**config.mk**
```make
export PLATFORM = sky130hd
export DESIGN_NAME = systolic_skew_feeder
export DESIGN_NICKNAME = d
export VERILOG_FILES = /design/src/rtl/systolic_skew_feeder.sv
export SDC_FILE = /design/constraint.sdc
export NUM_CORES = 1
export LEC_CHECK = 0
export CAP_MARGIN = 10
export CELL_PAD_IN_SITES_DETAIL_PLACEMENT = 1
export CELL_PAD_IN_SITES_GLOBAL_PLACEMENT = 2
export CORE_MARGIN = 5
export CORE_UTILIZATION = 28
export CTS_CLUSTER_DIAMETER = 150
export CTS_CLUSTER_SIZE = 28
export DETAILED_ROUTE_END_ITERATION = 6
export GPL_TIMING_DRIVEN = 0
export PLACE_DENSITY = 0.77
export SLEW_MARGIN = 5
export SYNTH_ARGS = -nofsm -noshare
export SYNTH_HDL_FRONTEND = slang
export SYNTH_SLANG_ARGS = --single-unit
export TNS_END_PERCENT = 10
```
**constraint.sdc**
```tcl
create_clock -name clk -period 2 [get_ports clk]
set_clock_uncertainty 0.1 [all_clocks]
set_input_delay 0.4 -clock clk [delete_from_list [all_inputs] [get_ports clk]]
set_output_delay 0.4 -clock clk [all_outputs]
set_load 0.03 [all_outputs]
```
**src/rtl/systolic_skew_feeder.sv**
```systemverilog
// Pops ROWS FIFOs in lockstep for one VEC_LEN pass and skews row r by r cycles so the
// systolic array sees an aligned wavefront; any empty FIFO stalls the whole column.
module systolic_skew_feeder #(
  parameter int DATA_WIDTH = 16,
  parameter int ROWS       = 4,
  parameter int VEC_LEN    = 8
) (
  input  logic                         clk,
  input  logic                         rstn,
  input  logic                         start,
  output logic                         busy,
  output logic                         done,
  output logic [ROWS-1:0]              fifo_r_en,
  input  logic [ROWS*DATA_WIDTH-1:0]   fifo_data_out,
  input  logic [ROWS-1:0]              fifo_empty,
  output logic [ROWS*DATA_WIDTH-1:0]   arr_data,
  output logic [ROWS-1:0]              arr_valid
);

  localparam int CNT_W = $clog2(VEC_LEN + 1);
  localparam int DRN_W = $clog2(ROWS + 1);

  typedef enum logic [1:0] {
    IDLE   = 2'd0,
    STREAM = 2'd1,
    DRAIN  = 2'd2,
    DONE   = 2'd3
  } state_t;

  state_t             state_r, state_s;
  logic [CNT_W-1:0]   read_cnt_r, read_cnt_s;
  logic [DRN_W-1:0]   drain_cnt_r, drain_cnt_s;
  logic               pop_ok_s;
  logic               pop_d1_r;
  logic               busy_r, done_r;

  // Next-state, counter and pop decode; pop_ok follows this cycle's empty flags directly.
  always_comb begin
    state_s     = state_r;
    read_cnt_s  = read_cnt_r;
    drain_cnt_s = drain_cnt_r;
    pop_ok_s    = 1'b0;
    case (state_r)
      IDLE: begin
        if (start) begin
          state_s     = STREAM;
          read_cnt_s  = {CNT_W{1'b0}};
          drain_cnt_s = {DRN_W{1'b0}};
        end else begin
          state_s = IDLE;
        end
      end
      STREAM: begin
        pop_ok_s = ~|fifo_empty;
        if (pop_ok_s) begin
          read_cnt_s = read_cnt_r + CNT_W'(1);
          if (read_cnt_r == CNT_W'(VEC_LEN - 1)) begin
            state_s = DRAIN;
          end else begin
            state_s = STREAM;
          end
        end else begin
          state_s = STREAM;
        end
      end
      DRAIN: begin
        // ROWS cycles cover the read latency plus the deepest skew stage
        if (drain_cnt_r == DRN_W'(ROWS - 1)) begin
          state_s = DONE;
        end else begin
          drain_cnt_s = drain_cnt_r + DRN_W'(1);
        end
      end
      DONE: begin
        state_s = IDLE;
      end
      default: begin
        state_s = IDLE;
      end
    endcase
  end

  // State, counters, stage-0 valid and registered status outputs.
  always_ff @(posedge clk or negedge rstn) begin
    if (!rstn) begin
      state_r     <= IDLE;
      read_cnt_r  <= {CNT_W{1'b0}};
      drain_cnt_r <= {DRN_W{1'b0}};
      pop_d1_r    <= 1'b0;
      busy_r      <= 1'b0;
      done_r      <= 1'b0;
    end else begin
      state_r     <= state_s;
      read_cnt_r  <= read_cnt_s;
      drain_cnt_r <= drain_cnt_s;
      pop_d1_r    <= pop_ok_s;
      busy_r      <= (state_s == STREAM) || (state_s == DRAIN);
      done_r      <= (state_s == DONE);
    end
  end

  assign fifo_r_en = {ROWS{pop_ok_s}};
  assign busy      = busy_r;
  assign done      = done_r;

  for (genvar r = 0; r < ROWS; r++) begin : g_row
    logic [DATA_WIDTH-1:0] stage0_data_s;
    assign stage0_data_s = fifo_data_out[r*DATA_WIDTH +: DATA_WIDTH];

    if (r == 0) begin : g_direct
      assign arr_valid[r] = pop_d1_r;
      assign arr_data[r*DATA_WIDTH +: DATA_WIDTH] =
        pop_d1_r ? stage0_data_s : {DATA_WIDTH{1'b0}};
    end else begin : g_skew
      // each entry is {valid, data}; stalls ride the same diagonal as data
      logic [DATA_WIDTH:0] sh_r [r];

      // Per-row skew shift register, advancing every cycle.
      always_ff @(posedge clk or negedge rstn) begin
        if (!rstn) begin
          for (int i = 0; i < r; i++) begin
            sh_r[i] <= {(DATA_WIDTH + 1){1'b0}};
          end
        end else begin
          sh_r[0] <= {pop_d1_r, stage0_data_s};
          for (int i = 1; i < r; i++) begin
            sh_r[i] <= sh_r[i-1];
          end
        end
      end

      assign arr_valid[r] = sh_r[r-1][DATA_WIDTH];
      assign arr_data[r*DATA_WIDTH +: DATA_WIDTH] =
        sh_r[r-1][DATA_WIDTH] ? sh_r[r-1][DATA_WIDTH-1:0] : {DATA_WIDTH{1'b0}};
    end
  end

endmodule

```
### Word level (Yosys, flattened, before mapping)

Cells that the tools add are included.

| word-level totals | value |
|---|---|
| bits in latches | 0 |
| memory bits (read-only) | 0 |
| memories kept | 0 |
| output and inout bits | 74 |
| memory bits (writable) | 0 |
| register bits | 114 |
| word-level logic and storage cells | 49 |
| input bits | 71 |

| cells by class | value |
|---|---|
| $mul | 0 |
| reductions and logical operators | 8 |
| bitwise logic cells | 0 |
| muxes and demuxes | 16 |
| eq/ne operators | 11 |
| shift-type cells | 0 |
| div/mod/pow operators | 0 |
| order comparisons | 0 |
| $add $sub $neg | 2 |

Operators with widths:

| operator | count |
|---|---|
| $mux W16 | 4 |
| $eq A2 B2 Y1 const B | 4 |
| $mux W4 | 2 |
| $pmux W2 S4 | 1 |
| $pmux W4 S2 | 1 |
| $mux W2 | 3 |
| $mux W3 | 2 |
| $ne A2 B2 Y1 const B | 3 |
| $pmux W3 S2 | 1 |
| $reduce_and A3 Y1 | 2 |
| $add A4 B1 Y4 const B | 1 |
| $eq A2 B1 Y1 const B | 2 |
| $eq A4 B3 Y1 const B | 1 |
| $reduce_bool A2 Y1 | 2 |
| $reduce_or A4 Y1 | 1 |
| $add A3 B1 Y3 const B | 1 |
| $eq A3 B2 Y1 const B | 1 |
| $logic_not A2 Y1 | 1 |
| $mux W1 | 2 |
| $logic_not A1 Y1 | 1 |
| $logic_or A1 B1 Y1 | 1 |

### Depth between registers and ports, before layout

| logic depth | value |
|---|---|
| word-level depth | 6 |
| mapped depth | 5 |
| depth with buffers taken out | 5 |

### Worst setup path after synthesis

Ideal clock, no wire load.

| path | value |
|---|---|
| path kind | input port to output port |
| start point | input port fifo_empty[1] |
| end point | output port fifo_r_en[0] |
| required time | 1500 ps |
| path buffers | 2 |
| cell stages on the path | 4 |
| data arrival time | 1494 ps |
| path slack | 6 ps |
| path through | or4_1 buf_2 nor2_1 buf_4 |

| on the way | value |
|---|---|
| longest elaborated chain between the ends | 3 |

RTL lines:

| element | line | text |
|---|---|---|
| from (decl) | 15 | `input logic [ROWS-1:0] fifo_empty,` |
| $reduce_or A4 Y1 | 54 | `pop_ok_s = ~\|fifo_empty;` |
| $logic_not A1 Y1 | 54 |  |
| $mux W1 | 43 | `case (state_r)` |
| to (decl) | 13 | `output logic [ROWS-1:0] fifo_r_en,` |

Every way passes these cells.

### Worst setup path after layout

| path | value |
|---|---|
| start point | input port fifo_empty[0] |
| end point | output port fifo_r_en[3] |

Same word-level chain as after synthesis.

==> impl_metrics.tcl <==
set metrics [dict create \
    status "finished, final reports clean" \
    syn_to_final_growth_pct 58.0 \
    drive_gt1_share_pct 23.9 \
    synth_cell_type_count 25 \
    grt_pass1_wl_um 13000 \
    fin_crit_ns 2.00 \
    dieHeight_um 123 \
    routed_wl_um 8060 \
    finalHoldViolations 0 \
    startpoint_type "input pin" \
    worstSkewPairLatency_ns 0.33 \
    cp.buffers_inverters 3 \
    coreArea_um2 12500 \
    viasPerCell 4.01 \
    cp_common_cell "buf_6" \
    fin_cells 565 \
    fin_crit_sh_pct 99.8 \
    met3_usage_pct 4.10 \
    path_clk_slew_ns 0.07 \
    numCtsBuffers 9 \
    die-area_um2 15000 \
    slew_viol_final 0 \
    antennaDiodeCount 0 \
    fin_nets 463 \
    hpwl_um 6090 \
    timing.hold.ws_ns 0.246 \
    tightest_slew_ns 0.629 \
    synth_area_per_cell_um2 15.5 \
    p_seq_share_pct 50.4 \
    rrSetupSlack_ns 0.33 \
    use_met1_pct 12.6 \
    postRouteAntennaNets 0 \
    syn_nets 304 \
    ys_seq_area_share_pct 78.3 \
    slew_headroom_pct 57.7 \
    cap_violations 0 \
    final.setup.tns_ns 0 \
    synth_warnings 0 \
    cts.path.max_buffers 2 \
    cp_slowest_cell "or4_4" \
    cpPeakStageDelay_ns 0.55 \
    crit_arrival_ns 1.50 \
    gp_congestion 0.725 \
    busiest_layer "met2" \
    grt_overflow_total 0 \
    cp.required_ns 1.50 \
    io_pins 145 \
    setup_viol 0 \
    cts_tree "yes" \
    grt_max_degree 71 \
    worst_slack_ns 0.00453 \
    switching_share_pct 22.8 \
    syn_inst 229 \
    grt_antenna_before_repair 0 \
    grt_pass1_vias 2554 \
    vias 2268 \
    post_drt_wl_per_cell_um 14.3 \
    htreeDepth 3 \
    drt_iter0_drc 111 \
    power_frac_clock_pct 38.6 \
    pre_cts_ws_ns -1.17 \
    grt_use_met2_pct 19.6 \
    crit_chain "buf_6 -> or4_4 -> nor2_4 -> buf_6 -> buf_6" \
    crit_family "simple AND/OR/NAND/NOR gates" \
    die_w_um 123 \
    start_util_pct 28.3 \
    comb_power_share_pct 11.0 \
    internal_power_uw 3770 \
    power_density_nw_per_um2 870 \
    fmax_mhz 501 \
    ys_ff_latch 111 \
    hp-class "reg -> reg" \
    dpl_cell_area_um2 5230 \
    numPortBuffers 144 \
    dp.cells 546 \
    ir_drop_mv 0.352 \
    rows 41 \
    drt_first_pass_iters 2 \
    cts_root_buffer "clkbuf_16" \
    design_area_um2 5610 \
    worstSetupPathType "in -> out" \
    p_sw_uw 1110 \
    rsz0062_at_grt "true" \
    worst_setup_path_end_kind "output port" \
    cts_sinks 111 \
    critical_path_peak_fanout 5 \
    grt_usage_pct 11.3 \
    drc 0 \
    power.leakage_uw 0.00256 \
    synth_area_um2 3550 \
]
==> cells in the final DEF (no fill, tap or decap), types with 2 or more instances in the layout <==
cell type        Yosys  layout
clkbuf_16            0       9
dfrtp_1            111     106
and2_1              64      64
nor2b_1              4       4
buf_4                8      13
dlygate4sd2_1        0      24
clkdlybuf4s50_1      0      67
clkbuf_4             0       3
dfrtp_2              0       5
clkdlybuf4s18_2      0       2
nand2_1              3       3
nand3_1              3       3
clkdlybuf4s15_2      0      32
buf_6                0      10
a22o_1               4       4
bufinv_16            0       2
buf_2                1       8
ha_1                 4       4
o31ai_1              2       2
o21ai_0              2       2
o211ai_1             4       4
==> what timing repair did <==
item,in CTS,in global routing
setup buffers,2,2
hold buffers,1,0
endpoints found under the setup margin,73,44
gates cloned,0,0
hold endpoints to repair,41,0
pin swaps,2,2
gates resized for setup,209,24
==> flip-flops by register name, indices dropped and copies added (netlist names) <==
signal	cells
g_row.g_skew.sh_r	97
read_cnt_r	4
drain_cnt_r	3
arr_valid	2
state_r	2
busy	1
done	1
pop_d1_r	1
==> routing by layer <==
metal	routed length, um	vias to the layer above
li1	-	1046
met1	3010	1123
met2	4320	90
met3	628	9
met4	106	0
met5	0	-
==> layout make-up <==
cell class | count | area (um2)
clock buffers | 10 | 229
inverters | 1 | 3.75
fillers | 1327 | 6910
flip-flops and latches | 111 | 2780
multi-input cells | 103 | 702
well taps | 172 | 215
plain buffers | 12 | 103
clock inverters | 6 | 92.6
repair buffers | 150 | 1480
==> cells in the mapped netlist <==
cell,count,area share [%]
a21o_1,1,0.21
a21oi_1,1,0.14
a22o_1,4,0.99
and2_1,64,11
and4b_1,1,0.28
buf_2,1,0.14
buf_4,8,1.7
clkbuf_1,5,0.53
dfrtp_1,111,78
ha_1,4,1.4
inv_1,1,0.11
mux2_2,1,0.32
nand2_1,3,0.32
nand2b_1,1,0.18
nand3_1,3,0.42
nand4_1,1,0.18
nor2_1,2,0.21
nor2b_1,4,0.71
nor4_1,1,0.18
o211ai_1,4,0.85
o21ai_0,2,0.28
o21bai_1,1,0.21
o31ai_1,2,0.42
or3b_2,1,0.25
or4_1,2,0.42
==> logic make-up (layout without fill, tap and decap cells) <==
kind of cell             count (synthesis)  in the layout  share of synthesized area (%)
flip-flops                             111            111                           78.3
AND/OR/NAND/NOR                         83             83                           14.4
AO/OA/AOI/OAI                           15             15                           3.10
buffers and inverters                   15            179                           2.47
adder cells (fa/ha/maj)                  4              4                           1.41
multiplexers                             1              1                          0.317
==> power by group through the flow <==
| stage | combinational (uW) | sequential, uW | clock, uW |
|---|---|---|---|
| finish | 535 | 2460 | 1880 |
| global route | 587 | 2480 | 2050 |
| CTS | 545 | 2460 | 1970 |
| detailed placement | 549 | 2500 | 0 |
| global placement | 524 | 2500 | 0 |
| floorplan | 222 | 2490 | 0 |
==> final timing paths <==
kind / startpoint / endpoint / depth (start not counted)
worst min-delay path: g_row[3].g_skew.sh_r[34] / g_row[3].g_skew.sh_r[17] / 0
min in group asynchronous: rstn / done / 2
worst min register to register: g_row[3].g_skew.sh_r[34] / g_row[3].g_skew.sh_r[17] / 0
worst max-delay path: fifo_empty[0] / fifo_r_en[3] / 5
worst max register to register: state_r[0] / busy / 3
max in group asynchronous: rstn / arr_valid[2] / 3
==> stage by stage <==
stage,utilization [%],power (uW)
final,44.8,4880
after detailed placement,41.8,3050
after CTS,45.0,4980
after global routing,44.8,5120
after global placement,41.6,3020
after floorplan,-,2710
No activity file was read; power rests on OpenSTA's default activity.
==> patch 1, RTL diff (same flow settings) <==
Set the parameter `ROWS` to 2 (it was 4).
--- a/src/rtl/systolic_skew_feeder.sv
+++ b/src/rtl/systolic_skew_feeder.sv
@@ -2,7 +2,7 @@
 // systolic array sees an aligned wavefront; any empty FIFO stalls the whole column.
 module systolic_skew_feeder #(
   parameter int DATA_WIDTH = 16,
-  parameter int ROWS       = 4,
+  parameter int ROWS       = 2,
   parameter int VEC_LEN    = 8
 ) (
   input  logic                         clk,
Ports: changed (5 resized); port bits go from 145 to 75. No check against the original RTL was run, so the function may have changed too.
==> patch 1 against the unedited design <==
- wire length shrank 55%
- sequential share of layout area shrank 16 points
- non-clock buffer count shrank 78
- design area shrank 63%
- sequential cell count shrank 83
- die area shrank 62%
- synthesized area shrank 67%
- worst setup slack gained 4.9 ps
- total power shrank 67%
- combinational power grew 9.3%
- utilization grew 6.4 points
- largest power group unchanged
- sequential power shrank 72%
==> patch 1: results (changes against the unedited design) <==
<table>
<tr><th>Metric</th><th>Value</th></tr>
<tr><th colspan="2">Synthesis</th></tr>
<tr><td>Compound-Gate Fraction of Synth Area</td><td>7.38% (was 3.10%)</td></tr>
<tr><td>Post-Synthesis Net Count</td><td>142 (was 304)</td></tr>
<tr><td>Portion of netlist area occupied by mux cells</td><td>0% (was 0.317%)</td></tr>
<tr><td>Leading cell types by total area after synthesis</td><td>sky130_fd_sc_hd__dfrtp_1 59%, sky130_fd_sc_hd__and2_1 17%, sky130_fd_sc_hd__buf_4 3.2% (was sky130_fd_sc_hd__dfrtp_1 78%, sky130_fd_sc_hd__and2_1 11%, sky130_fd_sc_hd__buf_4 1.7%)</td></tr>
<tr><th colspan="2">Placed design</th></tr>
<tr><td>Detail Placement HPWL</td><td>2920 um (was 6090 um)</td></tr>
<tr><td>PortBufs</td><td>74 (was 144)</td></tr>
<tr><td>Worst Setup Slack post-DPL</td><td>-791 ps (was -1170 ps)</td></tr>
<tr><th colspan="2">Hold path</th></tr>
<tr><td>Min-Delay Path Class</td><td>in2async (was reg2reg)</td></tr>
<tr><th colspan="2">Clock network</th></tr>
<tr><td>Post-CTS setup buffers</td><td>4 (was 2)</td></tr>
<tr><td>Num CTS Buffers</td><td>3 (was 9)</td></tr>
<tr><td>Resize count post-CTS</td><td>96 (was 209)</td></tr>
<tr><td>Reg clk slew, reported paths</td><td>90 ps (was 70 ps)</td></tr>
<tr><td>CTS Root Buffer Type</td><td>sky130_fd_sc_hd__clkbuf_8 (was sky130_fd_sc_hd__clkbuf_16)</td></tr>
<tr><td>Deepest level of the CTS H-tree</td><td>1 (was 3)</td></tr>
<tr><th colspan="2">Finish</th></tr>
<tr><td>Fraction of layout instances using a drive strength above 1</td><td>26.2% (was 23.9%)</td></tr>
<tr><td>Registers with the most flip-flops</td><td>g_row.g_skew.sh_r x17, read_cnt_r x4 (was g_row.g_skew.sh_r x97, read_cnt_r x4, drain_cnt_r x3)</td></tr>
<tr><th colspan="2">Power</th></tr>
<tr><td>Clk pwr share</td><td>21.0% (was 38.6%)</td></tr>
<tr><td>VDD IR max</td><td>0.000326 V (was 0.000352 V)</td></tr>
<tr><td>Sequential share of power</td><td>42.9% (was 50.4%)</td></tr>
<tr><td>Internal Dissipation</td><td>0.00108 W (was 0.00377 W)</td></tr>
<tr><td>P_leak</td><td>0.959 nW (was 2.56 nW)</td></tr>
<tr><th colspan="2">Setup path</th></tr>
<tr><td>R2R cell count</td><td>4 (was 3)</td></tr>
<tr><td>Largest driver fanout on the critical path</td><td>3 (was 5)</td></tr>
<tr><th colspan="2">Global routing</th></tr>
<tr><td>Total global routing track utilization</td><td>13.3% (was 11.3%)</td></tr>
<tr><td>Maximum number of pins on one net before global-route repair</td><td>29 (was 71)</td></tr>
<tr><td>Number of global-route vias before repair</td><td>1145 (was 2554)</td></tr>
<tr><td>Global-route wire length before repair</td><td>5620 um (was 13000 um)</td></tr>
<tr><th colspan="2">Outcome</th></tr>
<tr><td>Outcome</td><td>finished clean (unchanged)</td></tr>
</table>
## patch 1: changes by cell type after synthesis, sizes merged, moves of 2 or more
| cell | delta |
|---|---|
| o211ai | -3 |
| clkbuf | -3 |
| or4 | -2 |
| nor3 | +2 |
| and2 | -32 |
| buf | -4 |
| a22o | -2 |
| nor2b | -4 |
| dfrtp | -83 |
| inv | +2 |
## patch 1: worst max-delay path, stage by stage
cell and delay [ps]:
sky130_fd_sc_hd__dlygate4sd2_1 240, sky130_fd_sc_hd__or4b_4 560, sky130_fd_sc_hd__inv_4 90, sky130_fd_sc_hd__buf_6 90, sky130_fd_sc_hd__buf_6 110
## patch 1: worst paths after layout
check                               from  slack (ps)                  endpoint
setup / recovery           fifo_empty[1]           9              fifo_r_en[1]
hold / removal                      rstn          30                      busy
setup reg to reg           read_cnt_r[0]          80                      busy
hold reg to reg                 pop_d1_r         390  g_row[1].g_skew.sh_r[16]
max in group asynchronous           rstn        1340                  pop_d1_r
min in group clk                pop_d1_r         390  g_row[1].g_skew.sh_r[16]
## patch 1: stage by stage
stage	hold WS (ps)	instances	cell area [um^2]
floorplan	4.41	102	1190
global placement	410	226	1990
detailed placement	423	226	1990
CTS	445	234	2100
global route	86.5	233	2080
finish	31.7	233	2080
## patch 1: per-layer routing
metal  wire length [um]  global-route usage, %  vias to the layer above
met2               2070                   24.6                       21
met4                 51                   4.94                        0
met3                176                   2.27                        4
met5                  0                      0                        -
met1               1310                   15.1                      493
li1                   -                      -                      496
## patch 1: area by class of cell
| class | instances | area share [%] |
|---|---|---|
| multi-input cells | 64 | 21.3 |
| well taps | 50 | 3.01 |
| plain buffers | 6 | 2.29 |
| clock buffers | 4 | 2.65 |
| flip-flops and latches | 28 | 33.9 |
| repair buffers | 78 | 36.2 |
| inverters | 3 | 0.663 |
==> patch 2, RTL diff (same settings) <==
Made on the original files. The 4 states of `state_t` get a Gray code encoding in 2 bits.
--- a/src/rtl/systolic_skew_feeder.sv
+++ b/src/rtl/systolic_skew_feeder.sv
@@ -21,10 +21,10 @@
   localparam int DRN_W = $clog2(ROWS + 1);
 
   typedef enum logic [1:0] {
-    IDLE   = 2'd0,
-    STREAM = 2'd1,
-    DRAIN  = 2'd2,
-    DONE   = 2'd3
+    IDLE   = 2'b00,
+    STREAM = 2'b01,
+    DRAIN  = 2'b11,
+    DONE   = 2'b10
   } state_t;
 
   state_t             state_r, state_s;
Function: same outputs for any inputs over 10 cycles, from zero or initial values and one cycle with rstn low; not proved beyond that.
==> patch 2 against the unedited design <==
- synthesized area decreased by 0.81%
- synthesized cell count grew 2.2%
- hold slack worse by 2.6 ps
- total power grew 4.1%
- worst setup slack better by 12 ps
- design area shrank 1.6%
- sequential cell count fell by 1
- count of clock-buffer cells in the layout unchanged
- wire length is 0.60% higher
- largest cell class unchanged
==> patch 2: results (changes against the unedited design) <==
<table>
<tr><th>Metric</th><th>Value</th></tr>
<tr><th colspan="2">Drt</th></tr>
<tr><td>Iter 0 DRT Violations</td><td>101 (was 111)</td></tr>
<tr><td>Number of iterations in the first detailed-routing pass</td><td>3 (was 2)</td></tr>
<tr><th colspan="2">Finish</th></tr>
<tr><td>Number of nets at the end of the flow</td><td>466 (was 463)</td></tr>
<tr><td>Fraction of layout instances using a drive strength above 1</td><td>22.8% (was 23.9%)</td></tr>
<tr><th colspan="2">Global routing</th></tr>
<tr><td>Fraction of met3 tracks used by global routing</td><td>2.74% (was 4.10%)</td></tr>
<tr><td>Maximum number of pins on one net before global-route repair</td><td>67 (was 71)</td></tr>
<tr><td>Total global routing track utilization</td><td>10.9% (was 11.3%)</td></tr>
<tr><td>Global-route wire length before repair</td><td>12300 um (was 13000 um)</td></tr>
<tr><td>Global Route met1 Usage</td><td>12.7% (was 12.6%)</td></tr>
<tr><td>Number of global-route vias before repair</td><td>2418 (was 2554)</td></tr>
<tr><td>M2 GR Usage</td><td>19.0% (was 19.6%)</td></tr>
<tr><th colspan="2">Power</th></tr>
<tr><td>VDD IR max</td><td>0.000402 V (was 0.000352 V)</td></tr>
<tr><td>P_leak</td><td>2.54 nW (was 2.56 nW)</td></tr>
<tr><th colspan="2">Clock network</th></tr>
<tr><td>Num CTS Buffers</td><td>9 (unchanged)</td></tr>
<tr><td>Deepest level of the CTS H-tree</td><td>3 (unchanged)</td></tr>
<tr><th colspan="2">Placed design</th></tr>
<tr><td>Weighted congestion at the end of routability-driven global placement</td><td>0.672 (was 0.725)</td></tr>
<tr><td>Detail Placement HPWL</td><td>6120 um (was 6090 um)</td></tr>
<tr><th colspan="2">Outcome</th></tr>
<tr><td>Outcome</td><td>finished clean (unchanged)</td></tr>
<tr><th colspan="2">Synthesis</th></tr>
<tr><td>Commonest cells in the netlist</td><td>110 x sky130_fd_sc_hd__dfrtp_1, 64 x sky130_fd_sc_hd__and2_1, 8 x sky130_fd_sc_hd__buf_4 (was 111 x sky130_fd_sc_hd__dfrtp_1, 64 x sky130_fd_sc_hd__and2_1, 8 x sky130_fd_sc_hd__buf_4)</td></tr>
<tr><td>Leading cell types by total area after synthesis</td><td>sky130_fd_sc_hd__dfrtp_1 78%, sky130_fd_sc_hd__and2_1 11%, sky130_fd_sc_hd__buf_4 1.7% (unchanged)</td></tr>
<tr><td>Number of library cell types mapped by synthesis</td><td>26 (was 25)</td></tr>
<tr><td>Post-Synthesis Net Count</td><td>308 (was 304)</td></tr>
<tr><th colspan="2">Hold path</th></tr>
<tr><td>Hold Path Origin</td><td>g_row[3].g_skew.sh_r[38] (was g_row[3].g_skew.sh_r[34])</td></tr>
<tr><th colspan="2">Setup path</th></tr>
<tr><td>Reg-to-reg critical path startpoint</td><td>drain_cnt_r[0] (was state_r[0])</td></tr>
<tr><td>Arrival time of data at the critical path endpoint</td><td>1480 ps (was 1500 ps)</td></tr>
</table>
[patch 2: repair_timing]
item                                    in CTS  in global routing
buffers inserted                             2                  1
hold endpoints to repair                    38                  0
hold buffers                                 1                  0
endpoints found under the setup margin      72                 31
resized for setup                          208                 23
pin swaps                                    2                  2
[patch 2: path summary, 6_finish.rpt]
path	cells after the start	slack, ps	end
max reg2reg	5	500	drain_cnt_r[0]
min reg2reg	0	240	g_row[3].g_skew.sh_r[21]
min in group asynchronous	2	510	g_row[3].g_skew.sh_r[45]
max in group asynchronous	3	550	arr_valid[2]
max	5	20	fifo_r_en[2]
min	0	240	g_row[3].g_skew.sh_r[21]
[patch 2: layer usage]
| layer | wire (um) | up-vias |
|---|---|---|
| met2 | 4430 | 67 |
| met1 | 3230 | 1110 |
| li1 | - | 1051 |
| met4 | 147 | 0 |
| met3 | 301 | 11 |
| met5 | 0 | - |
[patch 2: final cells by class]
class	instances	share of cell area [%]
Sequential cell	110	50.0
Clock inverter	4	1.02
Multi-Input combinational cell	107	12.5
Inverter	2	0.136
Buffer	13	1.93
Clock buffer	10	4.33
Timing Repair Buffer	149	26.2
Tap cell	172	3.90
[patch 2: critical path, stage by stage]
cell and delay [ps]:
sky130_fd_sc_hd__buf_6 90, sky130_fd_sc_hd__or4_4 550, sky130_fd_sc_hd__nor2_4 200, sky130_fd_sc_hd__buf_6 120, sky130_fd_sc_hd__buf_6 120
[patch 2: logic make-up after synthesis]
family	Yosys count	share of synthesized area, %
buffers and inverters	17	2.70
adder cells (fa/ha/maj)	3	1.07
AO/OA/AOI/OAI	12	2.38
multiplexers	1	0.320
flip-flops	110	78.2
AND/OR/NAND/NOR	91	15.3
[patch 2: metrics by stage]
step,area [um^2],setup slack [ps],TNS [ps],total power [W],std cells
3_5_place_dp,5200,-1130,-13020,0.00336,551
4_1_cts,5570,-51.8,-202,0.00517,567
2_1_floorplan,3520,37.3,0,0.00296,234
5_1_grt,5520,-31.5,-117,0.00536,567
6_report,5520,16.5,0,0.00508,567
3_3_place_gp,5180,-3600,-407430,0.00332,550
[patch 2: report_power, final]
part	total (W)	internal (W)	switching, W
Clock	0.00177	0.00100	0.000767
Combinational	0.000773	0.000385	0.000389
Sequential	0.00254	0.00241	0.000129
Total	0.00508	0.00380	0.00128
